## src/rtl/mls_pkg.sv

```systemverilog
// Shared definitions for the mls_pipe gate pipeline: function-select
// encodings and the per-channel gate evaluation.
package mls_pkg;

    localparam logic [1:0] MODE_INH    = 2'd0;
    localparam logic [1:0] MODE_INH_EN = 2'd1;
    localparam logic [1:0] MODE_AND    = 2'd2;
    localparam logic [1:0] MODE_NOR    = 2'd3;

    // Widest channel vector the evaluator handles; callers zero-extend.
    localparam int EVAL_W = 32;

    // Bitwise gate evaluation across all channels at once.
    function automatic logic [EVAL_W-1:0] mls_eval(
        input logic [EVAL_W-1:0] a,
        input logic [EVAL_W-1:0] b,
        input logic [EVAL_W-1:0] c,
        input logic [EVAL_W-1:0] d,
        input logic [1:0]        mode
    );
        logic [EVAL_W-1:0] r;
        case (mode)
            MODE_INH:    r = ~(a & c) & d;
            MODE_INH_EN: r = ~(a & c) & d & b;
            MODE_AND:    r = a & c & d;
            default:     r = ~(a | c) & d;
        endcase
        return r;
    endfunction

endpackage

```

## src/rtl/mls_popcount.sv

```systemverilog
// Combinational count of set bits in a W-bit vector.
module mls_popcount #(
    parameter int W = 4
) (
    input  logic [W-1:0]             in_bits,
    output logic [$clog2(W+1)-1:0]   count
);

    localparam int PW = $clog2(W+1);

    // Ripple sum of the individual bits.
    always_comb begin
        count = '0;
        for (int i = 0; i < W; i++) begin
            count = count + PW'(in_bits[i]);
        end
    end

endmodule

```

## src/rtl/mls_pipe.sv

```systemverilog
// Two-stage valid/ready pipeline evaluating W gate channels per transaction,
// reporting the result vector, its popcount and a saturating hit counter.
module mls_pipe
    import mls_pkg::*;
#(
    parameter int W     = 4,
    parameter int CNT_W = 8
) (
    input  logic                     clk,
    input  logic                     rst,
    input  logic                     in_valid,
    output logic                     in_ready,
    input  logic [W-1:0]             a,
    input  logic [W-1:0]             b,
    input  logic [W-1:0]             c,
    input  logic [W-1:0]             d,
    input  logic [1:0]               mode,
    output logic                     out_valid,
    input  logic                     out_ready,
    output logic [W-1:0]             f,
    output logic [$clog2(W+1)-1:0]   pop,
    output logic [CNT_W-1:0]         hits,
    input  logic                     clr
);

    localparam int PW = $clog2(W+1);

    logic               vld_p1;
    logic               vld_p2;
    logic [W-1:0]       f_p1;
    logic [W-1:0]       f_p2;
    logic [PW-1:0]      pop_p2;
    logic [PW-1:0]      pop_next;
    logic [W-1:0]       f_next;
    logic               rdy_p1;
    logic               rdy_p2;
    logic               accept;
    logic               move_p2;

    // Counter steps up by one but sticks at all-ones instead of wrapping.
    function automatic logic [CNT_W-1:0] sat_inc(input logic [CNT_W-1:0] v);
        return (&v) ? v : v + CNT_W'(1);
    endfunction

    // Ready ripples backwards combinationally so a full pipe still streams
    // at one transaction per cycle when the sink is ready.
    assign rdy_p2   = ~vld_p2 | out_ready;
    assign rdy_p1   = ~vld_p1 | rdy_p2;
    assign in_ready = rdy_p1;
    assign accept   = in_valid & rdy_p1;
    assign move_p2  = vld_p1 & rdy_p2;

    assign f_next = W'(mls_eval(32'(a), 32'(b), 32'(c), 32'(d), mode));

    mls_popcount #(.W(W)) u_popcount (
        .in_bits (f_p1),
        .count   (pop_next)
    );

    // Stage 1: capture the evaluated channel vector on input accept.
    always_ff @(posedge clk) begin
        if (rst) begin
            vld_p1 <= 1'b0;
            f_p1   <= '0;
        end else if (accept) begin
            vld_p1 <= 1'b1;
            f_p1   <= f_next;
        end else if (move_p2) begin
            vld_p1 <= 1'b0;
        end
    end

    // Stage 2: output register holding result and its popcount.
    always_ff @(posedge clk) begin
        if (rst) begin
            vld_p2 <= 1'b0;
            f_p2   <= '0;
            pop_p2 <= '0;
        end else if (move_p2) begin
            vld_p2 <= 1'b1;
            f_p2   <= f_p1;
            pop_p2 <= pop_next;
        end else if (out_ready) begin
            vld_p2 <= 1'b0;
        end
    end

    // Hit counter: counts consumed non-zero results; clr wins over a hit.
    always_ff @(posedge clk) begin
        if (rst) begin
            hits <= '0;
        end else if (clr) begin
            hits <= '0;
        end else if (vld_p2 && out_ready && (f_p2 != '0)) begin
            hits <= sat_inc(hits);
        end
    end

    assign out_valid = vld_p2;
    assign f         = f_p2;
    assign pop       = pop_p2;

endmodule

```

## config.mk

```make
export PLATFORM = sky130hd
export DESIGN_NAME = mls_pipe
export DESIGN_NICKNAME = d
export VERILOG_FILES = /design/src/rtl/mls_pkg.sv /design/src/rtl/mls_popcount.sv /design/src/rtl/mls_pipe.sv
export SDC_FILE = /design/constraint.sdc
export NUM_CORES = 1
export LEC_CHECK = 0
export CORE_MARGIN = 3
export CORE_UTILIZATION = 30
export DETAILED_ROUTE_END_ITERATION = 16
export SLEW_MARGIN = 20
export SYNTH_ARGS = -nofsm -noshare
export SYNTH_HDL_FRONTEND = slang
export SYNTH_SLANG_ARGS = --single-unit
```

## constraint.sdc

```tcl
create_clock -name clk -period 1.9 [get_ports clk]
set_clock_uncertainty 0.1 [all_clocks]
set_input_delay 0.57 -clock clk [delete_from_list [all_inputs] [get_ports clk]]
set_output_delay 0.57 -clock clk [all_outputs]
set_load 0.01 [all_outputs]
```

[Word level (Yosys, flattened, before mapping)]
Index checks and enable logic that the tools add are counted.
Word-level totals
  register bits: 21
  latch bits: 0
  memory bits (writable): 0
  bits in read-only memories: 0
  bits of input ports: 23
  word-level logic and storage cells: 41
  memories kept: 0
Operators by class
  $add $sub $neg: 4
  multipliers: 0
  divide/modulo/power cells: 0
  magnitude comparators: 0
  equality and inequality tests: 2
  shifts and indexed selects: 0
  muxes and demuxes: 5
  bitwise operators: 15
  reductions and logical operators: 9
Operators by type and width (number)
  AND 4 bit: 5
  one-hot mux 4 bit (3 select lines): 1
  adder 8 x 1 -> 8 bit, second input constant: 1
  NOT 4 bit: 2
  AND reduction 8 bit: 1
  adder 3 x 1 -> 3 bit: 2
  two-way mux 1 bit: 4
  bitwise OR 4 bit: 1
  nonzero test 2 bit: 2
  nonzero test 4 bit: 1
  NOT 1 bit: 3
  adder 1 x 1 -> 2 bit: 1
  AND 1 bit: 2
  == test 2 x 1 -> 1 bit, second input constant: 1
  == test 2 bit, second input constant: 1
  logical AND 1 bit: 2
  logical NOT 2 bit: 1
  bitwise OR 1 bit: 2
  AND reduction 2 bit: 1
  OR reduction 2 bit: 1

[Longest topological paths before layout]
Gate-level depths: netlist of run 1.
  depth in word-level cells: 5
  gate-level depth with buffers: 5

[Modules after synthesis]
From an unflattened synthesis of run 1, not the netlist that was laid out.
Second synthesis, totals
  cell total of the unflattened synthesis: 131
  area total of the unflattened synthesis: 1119.8 µm²
By module, submodules not included
  mls_pipe: times used 1, cells each 123, area an instance 1056.0 µm², seq. area each 420.4 µm²
  mls_popcount: times used 1, cells each 8, area an instance 63.8 µm², seq. area each 0.0 µm²

[Worst setup path after synthesis of run 1]
OpenSTA, ideal clock, no wires.
  path type: input-to-reg
  start point: in c[3]
  end point: reg f_p1[3]
  arrival time: 1.579 ns
  data required time: 1.729 ns
  slack: 0.150 ns
  cell stages on the path: 4
  path through: or3b_1 and3_1 or4_1 a21oi_1
Between the ends
  longest elaborated chain between the ends: 5
Ends and longest elaborated chain
  from (decl): line mls_pipe.sv:15  | input logic [W-1:0] c,
  AND 4 bit: line mls_pkg.sv:23, mls_pkg.sv:24, mls_pkg.sv:25
  NOT 4 bit: line mls_pkg.sv:23, mls_pkg.sv:24
  AND 4 bit: line mls_pkg.sv:23, mls_pkg.sv:24
  AND 4 bit: line mls_pkg.sv:24  | MODE_INH_EN: r = ~(a & c) & d & b;
  one-hot mux 4 bit (3 select lines) *: line mls_pkg.sv:22  | case (mode)
  to (signal assigned): line mls_pipe.sv:67  | f_p1 <= f_next;
  to (decl): line mls_pipe.sv:30  | logic [W-1:0] f_p1;
Every way passes the cells marked *; elsewhere a longest branch is shown, timed or not.
A chain may end at the register's enable or synchronous reset.

[Final worst setup path of run 1]
  start point: reg hits[6]
  end point: out hits[6]
RTL lines
  from (decl): line mls_pipe.sv:22  | output logic [CNT_W-1:0] hits,
  from (signal assigned): line mls_pipe.sv:95  | hits <= sat_inc(hits);
No word-level cell between the ends.

==> results of run 1 <==
## cells in the mapped netlist (4+ instances only)
cell type   n  area share [%]
dfxtp_1    21              37
nand3b_1    4             2.6
nand2_1    12             4.0
mux2i_1     8             7.1
nor2_1     13             4.3
a21oi_1    10             4.4
nand3_1     4             1.8
o21ai_0     4             1.8
inv_1      11             3.6
## registers in the layout, indices dropped and copies added (netlist names)
name / count
vld_p1: 1
pop: 3
out_valid: 1
hits: 8
f_p1: 4
f: 4
## power groups by stage
| stage | clock network [W] | registers [W] | logic (W) |
|---|---|---|---|
| after detailed placement | 0 | 0.000467 | 0.000154 |
| after CTS | 0.000294 | 0.000457 | 0.000157 |
| after global routing | 0.000317 | 0.000458 | 0.000174 |
| after global placement | 0 | 0.000466 | 0.000151 |
| final | 0.000284 | 0.000457 | 0.000159 |
| after floorplan | 0 | 0.000466 | 0.0000597 |
## path summary, 6_finish.rpt
path | startpoint | depth (start not counted) | to
max reg2reg | f_p1[0] | 5 | pop[1]
min | f_p1[3] | 2 | f_p1[3]
max | hits[6] | 1 | hits[6]
min reg2reg | f_p1[3] | 2 | f_p1[3]
## cell type report
class	count	area (um2)
Inverter	11	41.3
Sequential cell	21	427
Fill cell	346	1690
Multi-Input combinational cell	92	666
Timing Repair Buffer	60	563
Clock inverter	1	5.00
Clock buffer	3	41.3
Tap cell	46	57.6
## what timing repair did
item,in CTS,in global routing
gates resized for setup,16,7
endpoints found under the hold margin,0,0
setup endpoints to repair,15,6
pin swaps,2,0
buffers inserted,2,0
## metal layers
metal	share of wire, %	up-vias	wire, um	global-route usage [%]
met2	55	36	1600	27.8
met5	0	-	0	0
li1	-	585	-	-
met1	38	549	1120	13.6
met3	6.1	4	177	2.33
met4	0.48	0	14	2.78
## cell families (layout without fill, tap and decap cells)
group / count (synthesis) / after routing / share of synthesized area (%)
mux: 8 / 8 / 7.06
flops: 21 / 21 / 37.0
fa+ha+maj: 4 / 4 / 5.07
xor+xnor: 1 / 1 / 0.772
buf+inv: 16 / 75 / 5.73
compound gates: 30 / 30 / 19.6
simple gates: 49 / 49 / 24.7
## per-stage QoR
stage / hold WS, ns / cells / setup slack, ns
after detailed placement: 0.390 / 228 / -0.505
after global placement: 0.386 / 228 / -0.482
after CTS: 0.408 / 234 / 0.00150
final: 0.403 / 234 / 0.0502
after floorplan: 0.370 / 129 / 0.150
after global routing: 0.428 / 234 / 0.00131
==> flow_summary.toml, run 1 <==
[status]
status = "completed"

[timing]
worst_pin_slew_ns = 0.388
fin_crit_sh_pct = 97.4
setup_viol = 0
fin_tns_setup_ns = 0
final_hold_viol_count = 0
rsz0062_at_grt = "no"
slew_headroom_pct = 73.9
period_minus_slack_ns = 1.85
maxSlewViolCount = 0
fmax_mhz = 541

[die]
num_io_pins = 40
design.core.area_um2 = 3490
die_h_um = 67.5
fp.dieW_um = 67.5
start_util_pct = 32.5
die-area_um2 = 4560
rows = 21

[worst_setup_path]
required_ns = 1.23
cp_cell_sequence = "clkdlybuf4s50_1"
path_class = "reg -> out"
worst-path-buf-inv = 1
cpLargestDelayFamily = "buffers and inverters"
slowest_stage = "clkdlybuf4s50_1"
rrSetupSlack_ns = 0.22
slowest_delay_ns = 0.56
cp_max_fo = 4
cp-start-kind = "flip-flop"
critical_path_arrival_ns = 1.18
cp-end-kind = "primary output"

[grt]
grt_pass1_vias = 1171
grt_usage_pct = 13.4
grt_max_degree = 17
antenna_found_initial = 0
grt_pass1_wl_um = 4780
grt_overflow = 0

[pwr]
total_power_w = 0.000900
intPower_w = 0.000690
power_density_nw_per_um2 = 500
power_leakage_nw = 0.842
combPwrFrac_pct = 17.7
swShare_pct = 23.3
peakVddDrop_mv = 0.224
power_frac_seq_pct = 50.8
p_sw_w = 0.000210
clkPwrFrac_pct = 31.6

[routing]
vias = 1174
routedWlPerCell_um = 12.4
via_per_inst = 5.02
drt_pass1_iterations = 4
drtAntennaViolNets = 0
drc_errors = 0
drt_iter0_drc = 66
drt-total-wl_um = 2910

[placement]
portBuffers = 39
hpwl_um = 2330
place_area_um2 = 1710
place.gp.congestion = 0.809

[yosys]
async_reset_ff_share_pct = 0
synth_edf_count = 0
ys_seq_area_share_pct = 37.0
synth_area_um2 = 1130
syn_inst = 129
synth-main-ff-cell = "dfxtp_1"
avgSynthCellArea_um2 = 8.80
ys_ff_latch = 21
synthesis.nets = 156
yosysUniqueCellTypes = 38
yosys_warnings = 0

[finish]
drive_gt1_share_pct = 22.3
syn_to_final_growth_pct = 58.7
diodes = 0
mostFrequentLayoutCells = "29 x clkdlybuf4s50_1, 19 x buf_4, 16 x dfxtp_1, 13 x nor2_1, 12 x nand2_1"
fin_util_pct = 51.5
fin_area_um2 = 1800
final_common_cell = "clkdlybuf4s50_1"
num-nets-final = 216

[clock_network]
cts_root_buf = "clkbuf_8"
ctsHtreeMaxLevel = 1
cts_tree = "done"
clkSinkCount = 21
clk_latency_ns = 0.25
cts_buffer_depth = 2
clkTransAtPathRegs_ns = 0.08
cts_hold_buf = 0
cts_buffers = 3

[job]
cap_violations = 0

[hold_path]
worstHoldPathType = "reg -> reg"
No activity file was read; power rests on OpenSTA's default activity.
==> run 2: changes to the inputs <==
CAP_MARGIN = 0   (was unset)
==> results of run 2 <==
Same layout as run 1: the final DEF is identical, and so are final timing and power.
==> run 3: changes to the inputs <==
ABC_AREA = 1   (was unset)
==> flow_summary.toml, run 3 <==
[routing]
via_per_inst = 4.33
drt_iter0_drc = 67
vias = 1264
drt-total-wl_um = 2690
drc_errors = 0
drtAntennaViolNets = 0
routedWlPerCell_um = 9.22
drt_pass1_iterations = 4

[grt]
grt_pass1_vias = 1073
grt_max_degree = 14
grt_overflow = 0
antenna_found_initial = 0
grt_usage_pct = 11.4
grt_pass1_wl_um = 4710

[clock_network]
clk_latency_ns = 0.26
cts_tree = "done"
post_cts.repair.setup_buffers = 0
cts_root_buf = "clkbuf_8"
clkTransAtPathRegs_ns = 0.08
ctsHtreeMaxLevel = 1
cts_buffers = 3
cts_buffer_depth = 2
clkSinkCount = 21

[status]
status = "completed"

[placement]
dp_cells = 288
place.gp.congestion = 0.777
hpwl_um = 2150
place_ws_ns = -0.563
portBuffers = 39

[pwr]
peakVddDrop_mv = 0.261
power_leakage_nw = 0.825
power_density_nw_per_um2 = 534
total_power_w = 0.000953

[yosys]
synth_top_family_by_area = "simple AND/OR/NAND/NOR gates"
synth.area.top_cells = "dfxtp_1 34%, nand2_1 17%, nor2_1 10%"
synthXorXnorAreaFrac_pct = 0.715
ys_ff_latch = 21
synth-compound-area-share_pct = 7.35
syn_inst = 194
async_reset_ff_share_pct = 0
ys_seq_area_share_pct = 34.3
yosysMostFrequentCell = "nand2_1"
synth_top_area_cell = "dfxtp_1"
synth_area_um2 = 1220
synthSimpleGateAreaFrac_pct = 43.0
yosysTopAreaCellShare_pct = 34.3
yosys_warnings = 0
synth-main-ff-cell = "dfxtp_1"
synthTopCellsByCount = "54 x nand2_1, 34 x nor2_1, 30 x inv_1"
avgSynthCellArea_um2 = 6.31
synth.mux.area_fraction_pct = 0
synthesis.nets = 221
yosysUniqueCellTypes = 20
synth_edf_count = 0
synthAdderAreaFrac_pct = 4.70

[die]
die_h_um = 69.9
die-area_um2 = 4890
start_util_pct = 32.2
num_io_pins = 40
fp.dieW_um = 69.9
design.core.area_um2 = 3800
rows = 22

[finish]
diodes = 0
syn_to_final_growth_pct = 45.7
num-nets-final = 272
final_common_cell = "nand2_1"
drive_gt1_share_pct = 11.1
largest_reg_flops = 8
mostFrequentLayoutCells = "54 x nand2_1, 36 x clkdlybuf4s50_1, 34 x nor2_1, 29 x inv_1, 18 x dfxtp_1"
largest_register = "hits"
instances_no_fill = 292

[worst_setup_path]
cp-end-kind = "primary output"
path_class = "reg -> out"
critical_path_arrival_ns = 1.18
cp-start-kind = "flip-flop"
reg2reg_to = "pop[1]"
worst-path-buf-inv = 1
rrSetupSlack_ns = 0.21
slowest_stage = "clkdlybuf4s50_1"
required_ns = 1.23
r2r_start = "f_p1[0]"
r2r_cells = 5
cp_cell_sequence = "clkdlybuf4s50_1"
cpLargestDelayFamily = "buffers and inverters"
slowest_delay_ns = 0.54
critPathLaunch = "hits[5]"
cp_max_fo = 6

[timing]
period_minus_slack_ns = 1.85
slew_headroom_pct = 83.8
maxSlewViolCount = 0
worst_pin_slew_ns = 0.242
final_hold_viol_count = 0
rsz0062_at_grt = "no"
fin_crit_sh_pct = 97.5
setup_ws_ns = 0.0469
fmax_mhz = 540
setup_viol = 0

[hold_path]
hold_path_startpoint = "pop[2]"
worstHoldPathType = "reg -> reg"
min_to = "pop[2]"
hold_depth = 2

[job]
cap_violations = 0
-- run 3: logic make-up (layout without fill, tap and decap cells) --
group,count (synthesis),after routing
buffers and inverters,32,82
AOI/OAI and AO/OA,18,18
adders and majority gates,4,4
xor gates and xnor gates,1,1
and+or+nand+nor,118,118
DFF,21,21
-- run 3: power by group --
group	internal, W	switching, W	total, W
sequential	0.000460	0.0000146	0.000474
clock	0.000148	0.000153	0.000301
combinational	0.0000988	0.0000793	0.000178
total	0.000706	0.000247	0.000953
-- run 3: how the worst max path moves through the flow --
stage | to | slack, ns | cells past startpoint
global placement | in_ready | -0.58 | 4
CTS | hits[5] | 0.04 | 1
detailed placement | in_ready | -0.56 | 4
global route | f[2] | 0.01 | 1
finish | hits[5] | 0.05 | 1
floorplan | pop[1] | 0.28 | 5
-- run 3: cell type report --
type	count	area, um2
Timing Repair Buffer	48	450
Fill cell	403	2010
Multi-Input combinational cell	141	688
Clock buffer	3	41.3
Inverter	30	113
Tap cell	48	60.1
Clock inverter	1	7.51
Sequential cell	21	424
-- run 3: timing repair --
item / CTS / global route
gates resized for setup: 11 / 0
hold buffers: 0 / 0
setup endpoints to repair: 4 / 0
-- run 3: routing by layer --
metal,track usage (%),wire length (um)
met4,4.89,39
met1,16.3,1400
met5,0,0
met3,1.58,163
met2,16.8,1090
-- run 3: stage by stage --
step	cell area (um2)	util [%]	hold slack, ns	setup TNS [ns]
global placement	1730	45.7	0.370	-0.922
finish	1780	47.0	0.393	0
CTS	1780	47.0	0.394	0
detailed placement	1730	45.7	0.376	-0.814
floorplan	1220	-	0.405	0
global route	1780	47.0	0.411	0
